## src/rtl/if_fetch_stage.sv

```systemverilog
// ---------------------------------------------------------------------------
// if_fetch_stage
// Instruction-fetch stage. It holds the PC and the IF/ID pipeline register,
// and keeps at most one request to instruction memory outstanding. It also
// honours the hazard-unit stall inputs and flushes on EX branch redirects.
//
// Ports
//   clk, rst        : clock and synchronous active-high reset
//   pc_write        : 0 stalls the PC (hazard unit)
//   if_id_write     : 0 holds the IF/ID register (hazard unit)
//   branch_taken    : one-cycle redirect pulse from EX
//   branch_target   : redirect address (low two bits ignored)
//   imem_req        : fetch request valid (combinational)
//   imem_addr       : fetch address, word aligned (combinational)
//   imem_gnt        : memory accepts the request this cycle
//   imem_rvalid     : in-order response valid
//   imem_rdata      : response instruction word
//   pc_if_id        : IF/ID registered PC
//   instr_if_id     : IF/ID registered instruction
//   valid_if_id     : IF/ID holds a real instruction
//   fetch_busy      : a request is in flight or a response is parked
// ---------------------------------------------------------------------------
module if_fetch_stage #(
    parameter int              XLEN      = 32,
    parameter logic [XLEN-1:0] RESET_PC  = 32'h0000_0000,
    parameter logic [XLEN-1:0] NOP_INSTR = 32'h0000_0013
) (
    input  logic            clk,
    input  logic            rst,
    input  logic            pc_write,
    input  logic            if_id_write,
    input  logic            branch_taken,
    input  logic [XLEN-1:0] branch_target,
    output logic            imem_req,
    output logic [XLEN-1:0] imem_addr,
    input  logic            imem_gnt,
    input  logic            imem_rvalid,
    input  logic [XLEN-1:0] imem_rdata,
    output logic [XLEN-1:0] pc_if_id,
    output logic [XLEN-1:0] instr_if_id,
    output logic            valid_if_id,
    output logic            fetch_busy
);

    typedef enum logic [1:0] {
        FETCH = 2'b00,
        WAIT  = 2'b01,
        HOLD  = 2'b10,
        DRAIN = 2'b11
    } state_t;

    state_t          state_r, state_nxt_s;
    logic [XLEN-1:0] pc_r, pc_nxt_s;
    logic [XLEN-1:0] hold_r, hold_nxt_s;
    logic [XLEN-1:0] pc_if_id_nxt_s, instr_if_id_nxt_s;
    logic            valid_if_id_nxt_s;
    logic            advance_s;
    logic [XLEN-1:0] pc_plus4_s;
    logic [XLEN-1:0] redirect_pc_s;
    logic [1:0]      unused_tgt_s;

    assign advance_s     = pc_write & if_id_write;
    // Modulo-2^XLEN increment: wraps from the top word back to zero.
    assign pc_plus4_s    = pc_r + XLEN'(3'd4);
    assign redirect_pc_s = {branch_target[XLEN-1:2], 2'b00};
    assign unused_tgt_s  = branch_target[1:0];

    // A redirect suppresses the request so no grant can race the new PC.
    assign imem_req   = (state_r == FETCH) && !branch_taken;
    assign imem_addr  = pc_r;
    assign fetch_busy = (state_r != FETCH);

    // Next-state, next-PC, hold buffer and IF/ID update selection.
    always_comb begin
        state_nxt_s       = state_r;
        pc_nxt_s          = pc_r;
        hold_nxt_s        = hold_r;
        pc_if_id_nxt_s    = pc_if_id;
        instr_if_id_nxt_s = instr_if_id;
        valid_if_id_nxt_s = valid_if_id;

        if (branch_taken) begin
            // Redirect wins over stalls and over any response this cycle.
            pc_nxt_s          = redirect_pc_s;
            hold_nxt_s        = {XLEN{1'b0}};
            pc_if_id_nxt_s    = {XLEN{1'b0}};
            instr_if_id_nxt_s = NOP_INSTR;
            valid_if_id_nxt_s = 1'b0;
            case (state_r)
                FETCH:   state_nxt_s = FETCH;
                WAIT:    state_nxt_s = imem_rvalid ? FETCH : DRAIN;
                HOLD:    state_nxt_s = FETCH;
                DRAIN:   state_nxt_s = imem_rvalid ? FETCH : DRAIN;
                default: state_nxt_s = FETCH;
            endcase
        end else begin
            case (state_r)
                FETCH: begin
                    // PC stays put at grant; it advances on delivery.
                    if (imem_req && imem_gnt) begin
                        state_nxt_s = WAIT;
                    end else begin
                        state_nxt_s = FETCH;
                    end
                end
                WAIT: begin
                    if (imem_rvalid && advance_s) begin
                        pc_if_id_nxt_s    = pc_r;
                        instr_if_id_nxt_s = imem_rdata;
                        valid_if_id_nxt_s = 1'b1;
                        pc_nxt_s          = pc_plus4_s;
                        state_nxt_s       = FETCH;
                    end else if (imem_rvalid) begin
                        // Park the word until the hazard unit releases.
                        hold_nxt_s  = imem_rdata;
                        state_nxt_s = HOLD;
                    end else begin
                        state_nxt_s = WAIT;
                    end
                end
                HOLD: begin
                    if (advance_s) begin
                        pc_if_id_nxt_s    = pc_r;
                        instr_if_id_nxt_s = hold_r;
                        valid_if_id_nxt_s = 1'b1;
                        pc_nxt_s          = pc_plus4_s;
                        state_nxt_s       = FETCH;
                    end else begin
                        state_nxt_s = HOLD;
                    end
                end
                DRAIN: begin
                    // The killed request's data is discarded.
                    if (imem_rvalid) begin
                        state_nxt_s = FETCH;
                    end else begin
                        state_nxt_s = DRAIN;
                    end
                end
                default: state_nxt_s = FETCH;
            endcase
        end
    end

    // State, PC, hold buffer and IF/ID registers with synchronous reset.
    always_ff @(posedge clk) begin
        if (rst) begin
            state_r     <= FETCH;
            pc_r        <= RESET_PC;
            hold_r      <= {XLEN{1'b0}};
            pc_if_id    <= {XLEN{1'b0}};
            instr_if_id <= NOP_INSTR;
            valid_if_id <= 1'b0;
        end else begin
            state_r     <= state_nxt_s;
            pc_r        <= pc_nxt_s;
            hold_r      <= hold_nxt_s;
            pc_if_id    <= pc_if_id_nxt_s;
            instr_if_id <= instr_if_id_nxt_s;
            valid_if_id <= valid_if_id_nxt_s;
        end
    end

endmodule

```

## config.mk

```make
export PLATFORM = sky130hd
export DESIGN_NAME = if_fetch_stage
export DESIGN_NICKNAME = d
export VERILOG_FILES = /design/src/rtl/if_fetch_stage.sv
export SDC_FILE = /design/constraint.sdc
export NUM_CORES = 1
export LEC_CHECK = 0
export CAP_MARGIN = 5
export CORE_AREA = 2 2 123 125
export DETAILED_ROUTE_END_ITERATION = 10
export DIE_AREA = 0 0 125 127
export PLACE_DENSITY_LB_ADDON = 0.15
export SLEW_MARGIN = 20
export SYNTH_ARGS = -nofsm -noshare
export SYNTH_HDL_FRONTEND = slang
export SYNTH_SLANG_ARGS = --single-unit
export TNS_END_PERCENT = 50
```

## constraint.sdc

```tcl
create_clock -name clk -period 3.75 [get_ports clk]
set_input_delay 0.9375 -clock clk [delete_from_list [all_inputs] [get_ports clk]]
set_output_delay 0.9375 -clock clk [all_outputs]
set_load 0.02 [all_outputs]
```

==> impl_metrics.prom, run 1 <==
# TYPE chip_impl_metric gauge
chip_impl_info{name="min-delay-path-class",value="register to register"} 1
chip_impl_metric{name="achievable-frequency",unit="GHz"} 0.311
chip_impl_metric{name="timing.setup.tns",unit="ns"} 0
chip_impl_metric{name="floorplan.die.width",unit="microns"} 125
chip_impl_metric{name="finalNetCount",unit=""} 923
chip_impl_info{name="yosysMostFrequentCell",value="sky130_fd_sc_hd__nand2_1"} 1
chip_impl_metric{name="reg2reg_slack",unit="ns"} 1.43
chip_impl_metric{name="drc",unit=""} 0
chip_impl_metric{name="height_of_the_die",unit="microns"} 127
chip_impl_metric{name="crit_fanout",unit=""} 2
chip_impl_metric{name="hold_ws",unit="ns"} 0.452
chip_impl_metric{name="max-vdd-ir-drop",unit="mV"} 0.278
chip_impl_metric{name="area_delta_synth_final",unit="%"} 39.3
chip_impl_metric{name="cts_sinks",unit=""} 127
chip_impl_metric{name="power.leakage",unit="nW"} 2.57
chip_impl_info{name="critical_path.reg2reg.startpoint",value="state_r[0]"} 1
chip_impl_metric{name="synth_enable_flop_cells",unit=""} 0
chip_impl_metric{name="cts.repair.resized",unit=""} 0
chip_impl_metric{name="htree_num_levels",unit=""} 4
chip_impl_metric{name="overflow",unit=""} 0
chip_impl_metric{name="yosys_warnings",unit=""} 0
chip_impl_metric{name="hpwl",unit="mm"} 11.5
chip_impl_metric{name="rows",unit=""} 44
chip_impl_metric{name="syn_area",unit="sq um"} 5700
chip_impl_metric{name="powerDensity",unit="nW/um^2"} 424
chip_impl_info{name="netlist.top_cell.by_area",value="sky130_fd_sc_hd__dfxtp_1"} 1
chip_impl_info{name="critical_path.reg2reg.endpoint",value="imem_addr[22]"} 1
chip_impl_metric{name="cts_buffers",unit=""} 17
chip_impl_metric{name="worst_slew_pin_slew",unit="ns"} 0.655
chip_impl_metric{name="routed_wire_length_per_instance",unit="microns"} 16.4
chip_impl_metric{name="drt_iter0_markers",unit=""} 527
chip_impl_info{name="synth_commonest_cells",value="sky130_fd_sc_hd__nand2_1 (204), sky130_fd_sc_hd__dfxtp_1 (127), sky130_fd_sc_hd__nor2_1 (72), sky130_fd_sc_hd__a21oi_1 (66), sky130_fd_sc_hd__a311oi_1 (46)"} 1
chip_impl_metric{name="required",unit="ns"} 2.81
chip_impl_info{name="synth_ff_type",value="sky130_fd_sc_hd__dfxtp_1"} 1
chip_impl_info{name="top_usage_layer",value="met2"} 1
chip_impl_metric{name="grt_util_met3",unit="%"} 5.74
chip_impl_metric{name="insertion_delay",unit="ns"} 0.41
chip_impl_metric{name="drive_gt1_share",unit="%"} 6.14
chip_impl_metric{name="timing.final.crit_share",unit="%"} 85.8
chip_impl_metric{name="drt-total-wl",unit="mm"} 17.2
chip_impl_info{name="end_kind",value="output port"} 1
chip_impl_metric{name="critical_path_cell_count",unit=""} 3
chip_impl_info{name="top_cell_by_count_worst_path",value="sky130_fd_sc_hd__clkdlybuf4s50_1"} 1
chip_impl_info{name="path_delay_family",value="buffers and inverters"} 1
chip_impl_metric{name="postcts_setup_bufs",unit=""} 0
chip_impl_metric{name="netlist.area_leader.share",unit="%"} 44.6
chip_impl_metric{name="first_pass_grt_wire_length",unit="mm"} 27.8
chip_impl_metric{name="post_synth_inst_count",unit=""} 719
chip_impl_metric{name="grtUsageTotal",unit="%"} 21.5
chip_impl_metric{name="synth_sequential_area_ratio",unit="%"} 44.6
chip_impl_metric{name="io_buffer_count",unit=""} 163
chip_impl_info{name="timing.critical_path.to",value="imem_req"} 1
chip_impl_metric{name="synth.distinct_cells",unit=""} 54
chip_impl_metric{name="antenna_found_initial",unit=""} 0
chip_impl_info{name="top_cells_by_area_in_the_synthesized_netlist",value="sky130_fd_sc_hd__dfxtp_1 (45%), sky130_fd_sc_hd__nand2_1 (13%), sky130_fd_sc_hd__a311oi_1 (7.1%)"} 1
chip_impl_metric{name="design.portCount",unit=""} 170
chip_impl_info{name="rsz0062_at_grt",value="no"} 1
chip_impl_info{name="critPathLaunchType",value="input port"} 1
chip_impl_metric{name="max_cap_viols",unit=""} 0
chip_impl_info{name="path_cells",value="clkdlybuf4s50_1 > nor2_1 > clkdlybuf4s50_1"} 1
chip_impl_metric{name="vias_in_the_first_global_route",unit=""} 5496
chip_impl_metric{name="worst_setup_hold_path_clk_slew",unit="ns"} 0.05
chip_impl_info{name="worst_path_max_delay_cell",value="sky130_fd_sc_hd__clkdlybuf4s50_1"} 1
chip_impl_info{name="clock-root-buffer",value="sky130_fd_sc_hd__clkbuf_16"} 1
chip_impl_metric{name="clock_skew",unit="ns"} 0.00754
chip_impl_info{name="result_of_the_run",value="complete, no violations"} 1
chip_impl_metric{name="postCtsHoldBufs",unit=""} 0
chip_impl_info{name="clock_tree_from_tritoncts",value="built"} 1
chip_impl_metric{name="synth-seq-cells",unit=""} 127
chip_impl_metric{name="filler_cells",unit=""} 1321
chip_impl_metric{name="final-max-slew-violation-count",unit=""} 0
chip_impl_metric{name="peak_per_stage_delay_on_the_critical_path",unit="ns"} 0.67
chip_impl_metric{name="critPathBufInv",unit=""} 2
chip_impl_metric{name="grt_start_max_net_pins",unit=""} 63
chip_impl_metric{name="antenna_cells_inserted",unit=""} 0
chip_impl_metric{name="core-area",unit="sq um"} 14400
chip_impl_metric{name="timing_hold_violations_final",unit=""} 0
chip_impl_metric{name="drtPass1Iterations",unit=""} 4
chip_impl_metric{name="gp_congestion",unit=""} 0.804
chip_impl_metric{name="finalCriticalPeriod",unit="ns"} 3.22
chip_impl_metric{name="initial_utilization",unit="%"} 39.5
chip_impl_metric{name="design.die.area",unit="sq um"} 15900
chip_impl_metric{name="ant_nets",unit=""} 0
chip_impl_info{name="critPathLaunch",value="branch_taken"} 1
chip_impl_info{name="crit_type",value="input port to output port"} 1
chip_impl_metric{name="globalRouteMet2Util",unit="%"} 35.0
chip_impl_metric{name="post_drt_via_cell_ratio",unit=""} 5.44
chip_impl_metric{name="cts.path.max_buffers",unit=""} 2
chip_impl_metric{name="syn_area_per_cell",unit="sq um"} 7.93
chip_impl_metric{name="maxSlewHeadroom",unit="%"} 56.4
chip_impl_metric{name="setup_viol",unit=""} 0
chip_impl_metric{name="arrival",unit="ns"} 2.28
chip_impl_metric{name="asyncSetResetFlopFracSynth",unit="%"} 0
chip_impl_metric{name="worst-r2r-cell-count",unit=""} 4
chip_impl_metric{name="met1_usage",unit="%"} 27.8
chip_impl_metric{name="detailroute.via_count",unit=""} 5692
[stage by stage]
step | utilization (%) | power, mW | worst slack (ns) | std cells | cell area, sq um
after global placement | 51.0 | 1.78 | 0.531 | 1016 | 7360
after global routing | 55.1 | 3.50 | 0.499 | 1047 | 7940
after detailed placement | 51.0 | 1.78 | 0.466 | 1016 | 7360
after floorplan | - | 1.61 | 1.17 | 722 | 5710
final | 55.1 | 3.37 | 0.531 | 1047 | 7940
after CTS | 55.1 | 3.40 | 0.530 | 1047 | 7940
[power breakdown]
part / leakage (nW) / switching (mW) / total, mW / internal [mW]
Sequential: 1.03 / 0.0481 / 1.43 / 1.38
Clock: 0.275 / 0.590 / 1.62 / 1.03
Combinational: 1.26 / 0.169 / 0.326 / 0.157
[tightest hold or removal path: stages (launching register included)]
cell	delay [ns]
sky130_fd_sc_hd__dfxtp_1	0.30
sky130_fd_sc_hd__nand2_1	0.05
sky130_fd_sc_hd__a21oi_1	0.05
[per-layer routing]
metal	vias to the layer above	wire, microns
li1	2803	-
met1	2689	7700
met2	176	8120
met3	24	1100
met4	0	286
met5	-	0
[sequential cells by signal, indices dropped and copies added (netlist names)]
register / flops
hold_r: 32
valid_if_id: 1
pc_if_id: 30
imem_addr: 30
state_r: 2
instr_if_id: 32
[logic make-up (layout without fill, tap and decap cells)]
logic type / after synthesis / after routing / share of synthesized area [%]
and+or+nand+nor: 350 / 350 / 27.0
DFF: 127 / 127 / 44.6
adders and majority gates: 1 / 1 / 0.219
buffers and inverters: 69 / 210 / 6.41
AOI/OAI and AO/OA: 165 / 165 / 20.8
xor gates and xnor gates: 6 / 6 / 0.922
other: 1 / 4 / 0.0658
[layout make-up]
class,count,area [sq um],share of cell area [%]
Tap cell,184,230,2.90
Sequential cell,127,2540,32.0
Multi-Input combinational cell,526,2830,35.6
Clock buffer,22,474,5.97
Inverter,5,18.8,0.236
Timing Repair Buffer,174,1740,21.9
Clock inverter,9,109,1.37
[worst min-delay path by stage]
stage | startpoint | slack [ns] | depth (start not counted) | endpoint
2_1_floorplan | hold_r[10] | 0.44 | 2 | hold_r[10]
3_3_place_gp | pc_if_id[13] | 0.44 | 2 | pc_if_id[13]
3_5_place_dp | hold_r[7] | 0.45 | 2 | hold_r[7]
4_1_cts | hold_r[7] | 0.45 | 2 | hold_r[7]
5_1_grt | hold_r[21] | 0.47 | 2 | hold_r[21]
6_report | pc_if_id[17] | 0.45 | 2 | pc_if_id[17]
[cell usage in the layout (no fill, tap or decap), drive strengths merged, types with 4 or more instances in the layout]
cell type	instances
o2111ai	5
a211oi	7
xor2	4
o311ai	5
a311oi	46
a21oi	66
dfxtp	127
and4	6
o31ai	15
or4	14
nor4	5
a2111oi	4
inv	6
conb	4
nand4	13
o21ai	6
and3	5
nand3	7
and2	5
clkbuf	22
nand2	204
clkinvlp	4
buf	11
clkdlybuf4s50	163
nor2	72
o211ai	4
Power figures use the tool's default switching activity.
==> inputs of run 2 (changes only) <==
Settings changed: CAP_MARGIN 5 to 10, REMOVE_ABC_BUFFERS set to 1.
==> impl_metrics.prom, run 2 (synthesized netlist as in run 1, its figures left out) <==
# TYPE chip_impl_metric gauge
chip_impl_metric{name="required",unit="ns"} 2.81
chip_impl_metric{name="power.leakage",unit="nW"} 2.60
chip_impl_info{name="critPathLaunchType",value="input port"} 1
chip_impl_metric{name="cts_sinks",unit=""} 127
chip_impl_metric{name="io_buffer_count",unit=""} 163
chip_impl_metric{name="postCtsHoldBufs",unit=""} 0
chip_impl_metric{name="height_of_the_die",unit="microns"} 127
chip_impl_metric{name="first_pass_grt_wire_length",unit="mm"} 27.8
chip_impl_info{name="crit_type",value="input port to output port"} 1
chip_impl_metric{name="powerDensity",unit="nW/um^2"} 441
chip_impl_info{name="final_cell_mix",value="sky130_fd_sc_hd__nand2_1 (204), sky130_fd_sc_hd__clkdlybuf4s50_1 (163), sky130_fd_sc_hd__dfxtp_1 (127)"} 1
chip_impl_metric{name="timing.hold.worst_path_depth",unit=""} 2
chip_impl_metric{name="max_cap_viols",unit=""} 0
chip_impl_metric{name="switching_power",unit="mW"} 0.815
chip_impl_metric{name="worst_setup_hold_path_clk_slew",unit="ns"} 0.05
chip_impl_metric{name="drtPass1Iterations",unit=""} 4
chip_impl_info{name="path_cells",value="clkdlybuf4s50_1 > nor2_1 > clkdlybuf4s50_1"} 1
chip_impl_info{name="rsz0062_at_grt",value="no"} 1
chip_impl_metric{name="area_delta_synth_final",unit="%"} 40.7
chip_impl_metric{name="rows",unit=""} 44
chip_impl_metric{name="share_comb_of_total_power",unit="%"} 9.3
chip_impl_metric{name="antenna_found_initial",unit=""} 0
chip_impl_metric{name="drt_iter0_markers",unit=""} 457
chip_impl_metric{name="postcts_setup_bufs",unit=""} 0
chip_impl_metric{name="cell_internal_power",unit="mW"} 2.72
chip_impl_metric{name="cts_buffers",unit=""} 17
chip_impl_metric{name="critPathBufInv",unit=""} 2
chip_impl_metric{name="design.die.area",unit="sq um"} 15900
chip_impl_metric{name="power.total",unit="mW"} 3.53
chip_impl_metric{name="floorplan.die.width",unit="microns"} 125
chip_impl_metric{name="grtUsageTotal",unit="%"} 21.4
chip_impl_metric{name="clock_skew",unit="ns"} 0.00699
chip_impl_metric{name="critical_path_cell_count",unit=""} 3
chip_impl_metric{name="post_drt_via_cell_ratio",unit=""} 5.44
chip_impl_metric{name="achievable-frequency",unit="GHz"} 0.310
chip_impl_metric{name="timing_hold_violations_final",unit=""} 0
chip_impl_metric{name="worst_slew_pin_slew",unit="ns"} 0.842
chip_impl_info{name="path_delay_family",value="buffers and inverters"} 1
chip_impl_metric{name="share_clk_of_total_power",unit="%"} 50.4
chip_impl_metric{name="peak_per_stage_delay_on_the_critical_path",unit="ns"} 0.65
chip_impl_info{name="result_of_the_run",value="complete, no violations"} 1
chip_impl_info{name="final_common_cell",value="sky130_fd_sc_hd__nand2_1"} 1
chip_impl_metric{name="final-max-slew-violation-count",unit=""} 0
chip_impl_metric{name="max-vdd-ir-drop",unit="mV"} 0.302
chip_impl_metric{name="crit_fanout",unit=""} 2
chip_impl_metric{name="htree_num_levels",unit=""} 4
chip_impl_metric{name="maxSlewHeadroom",unit="%"} 43.9
chip_impl_metric{name="worst-r2r-cell-count",unit=""} 4
chip_impl_info{name="top_cell_by_count_worst_path",value="sky130_fd_sc_hd__clkdlybuf4s50_1"} 1
chip_impl_metric{name="drive_gt1_share",unit="%"} 6.58
chip_impl_metric{name="hpwl",unit="mm"} 11.3
chip_impl_metric{name="antenna_cells_inserted",unit=""} 0
chip_impl_metric{name="timing.final.crit_share",unit="%"} 86.0
chip_impl_metric{name="cts.repair.resized",unit=""} 0
chip_impl_metric{name="arrival",unit="ns"} 2.29
chip_impl_metric{name="vias_in_the_first_global_route",unit=""} 5554
chip_impl_metric{name="design.portCount",unit=""} 170
chip_impl_metric{name="gp_congestion",unit=""} 0.842
chip_impl_metric{name="cts.path.max_buffers",unit=""} 2
chip_impl_metric{name="sequentialPowerShare",unit="%"} 40.4
chip_impl_metric{name="drc",unit=""} 0
chip_impl_metric{name="ant_nets",unit=""} 0
chip_impl_metric{name="overflow",unit=""} 0
chip_impl_metric{name="insertion_delay",unit="ns"} 0.42
chip_impl_info{name="clock_tree_from_tritoncts",value="built"} 1
chip_impl_metric{name="initial_utilization",unit="%"} 39.5
chip_impl_info{name="end_kind",value="output port"} 1
chip_impl_metric{name="finalCriticalPeriod",unit="ns"} 3.23
chip_impl_info{name="clock-root-buffer",value="sky130_fd_sc_hd__clkbuf_16"} 1
chip_impl_metric{name="swShare",unit="%"} 23.1
chip_impl_metric{name="setup_viol",unit=""} 0
chip_impl_metric{name="grt_start_max_net_pins",unit=""} 59
chip_impl_metric{name="finalNetCount",unit=""} 925
chip_impl_metric{name="routed_wire_length_per_instance",unit="microns"} 16.3
chip_impl_metric{name="drt-total-wl",unit="mm"} 17.1
chip_impl_metric{name="core-area",unit="sq um"} 14400
chip_impl_metric{name="filler_cells",unit=""} 1328
chip_impl_info{name="worst_path_max_delay_cell",value="sky130_fd_sc_hd__clkdlybuf4s50_1"} 1
chip_impl_metric{name="detailroute.via_count",unit=""} 5715
chip_impl_info{name="min-delay-path-class",value="register to register"} 1
chip_impl_metric{name="timing.setup.tns",unit="ns"} 0
chip_impl_info{name="biggestRegsByFlops",value="hold_r x32, instr_if_id x32"} 1
-- run 2: changes by cell type in the layout (fill, tap and decap cells not counted) --
| cell | before | now |
|---|---|---|
| sky130_fd_sc_hd__buf_4 | 9 | 11 |
| sky130_fd_sc_hd__bufinv_16 | 2 | 4 |
| sky130_fd_sc_hd__clkbuf_8 | 3 | 4 |
| sky130_fd_sc_hd__clkinv_2 | 2 | 1 |
| sky130_fd_sc_hd__inv_6 | 1 | 0 |
| sky130_fd_sc_hd__nand2b_1 | 1 | 0 |
| sky130_fd_sc_hd__nand2b_2 | 0 | 1 |
-- run 2: worst paths after layout --
kind / slack (ns) / from / endpoint
worst min-delay path: 0.45 / hold_r[8] / hold_r[8]
worst max-delay path: 0.52 / branch_taken / imem_req
worst min register to register: 0.45 / hold_r[8] / hold_r[8]
worst max register to register: 1.43 / state_r[0] / imem_addr[22]
-- run 2: metrics by stage --
step                hold WS (ns)  setup slack (ns)  utilization [%]  area, sq um  std cells
finish                     0.452             0.525             55.6         8020       1050
global route               0.469             0.501             55.6         8020       1050
CTS                        0.454             0.506             55.6         8020       1050
detailed placement         0.447             0.508             51.1         7380       1018
global placement           0.441             0.526             51.1         7380       1018
floorplan                  0.437             -1.24                -         5370        658
-- run 2: final cells by class --
class	instances	area (sq um)	area share, %
clock buffers	23	488	6.08
clock inverters	9	155	1.93
inverters	5	18.8	0.234
multi-input cells	526	2830	35.3
flip-flops and latches	127	2540	31.7
well taps	184	230	2.87
repair buffers	176	1750	21.9
-- run 2: metal layers --
metal  global-route usage [%]  vias up  share of wire [%]
li1                         -     2806                  -
met1                     26.3     2713                 45
met2                     35.9      168                 48
met3                     6.16       28                6.0
met4                     8.10        0                1.8
met5                        0        -                  0
-- run 2: power by group through the flow --
| stage | clock network, mW | registers (mW) | logic, mW |
|---|---|---|---|
| 2_1_floorplan | 0 | 1.47 | 0.112 |
| 3_3_place_gp | 0 | 1.45 | 0.323 |
| 3_5_place_dp | 0 | 1.45 | 0.327 |
| 4_1_cts | 1.82 | 1.43 | 0.329 |
| 5_1_grt | 1.87 | 1.43 | 0.354 |
| 6_report | 1.78 | 1.43 | 0.328 |
-- run 2: worst min-delay path, stage by stage, from the launching register on --
cell	delay (ns)
sky130_fd_sc_hd__dfxtp_1	0.30
sky130_fd_sc_hd__nand2_1	0.05
sky130_fd_sc_hd__a21oi_1	0.05
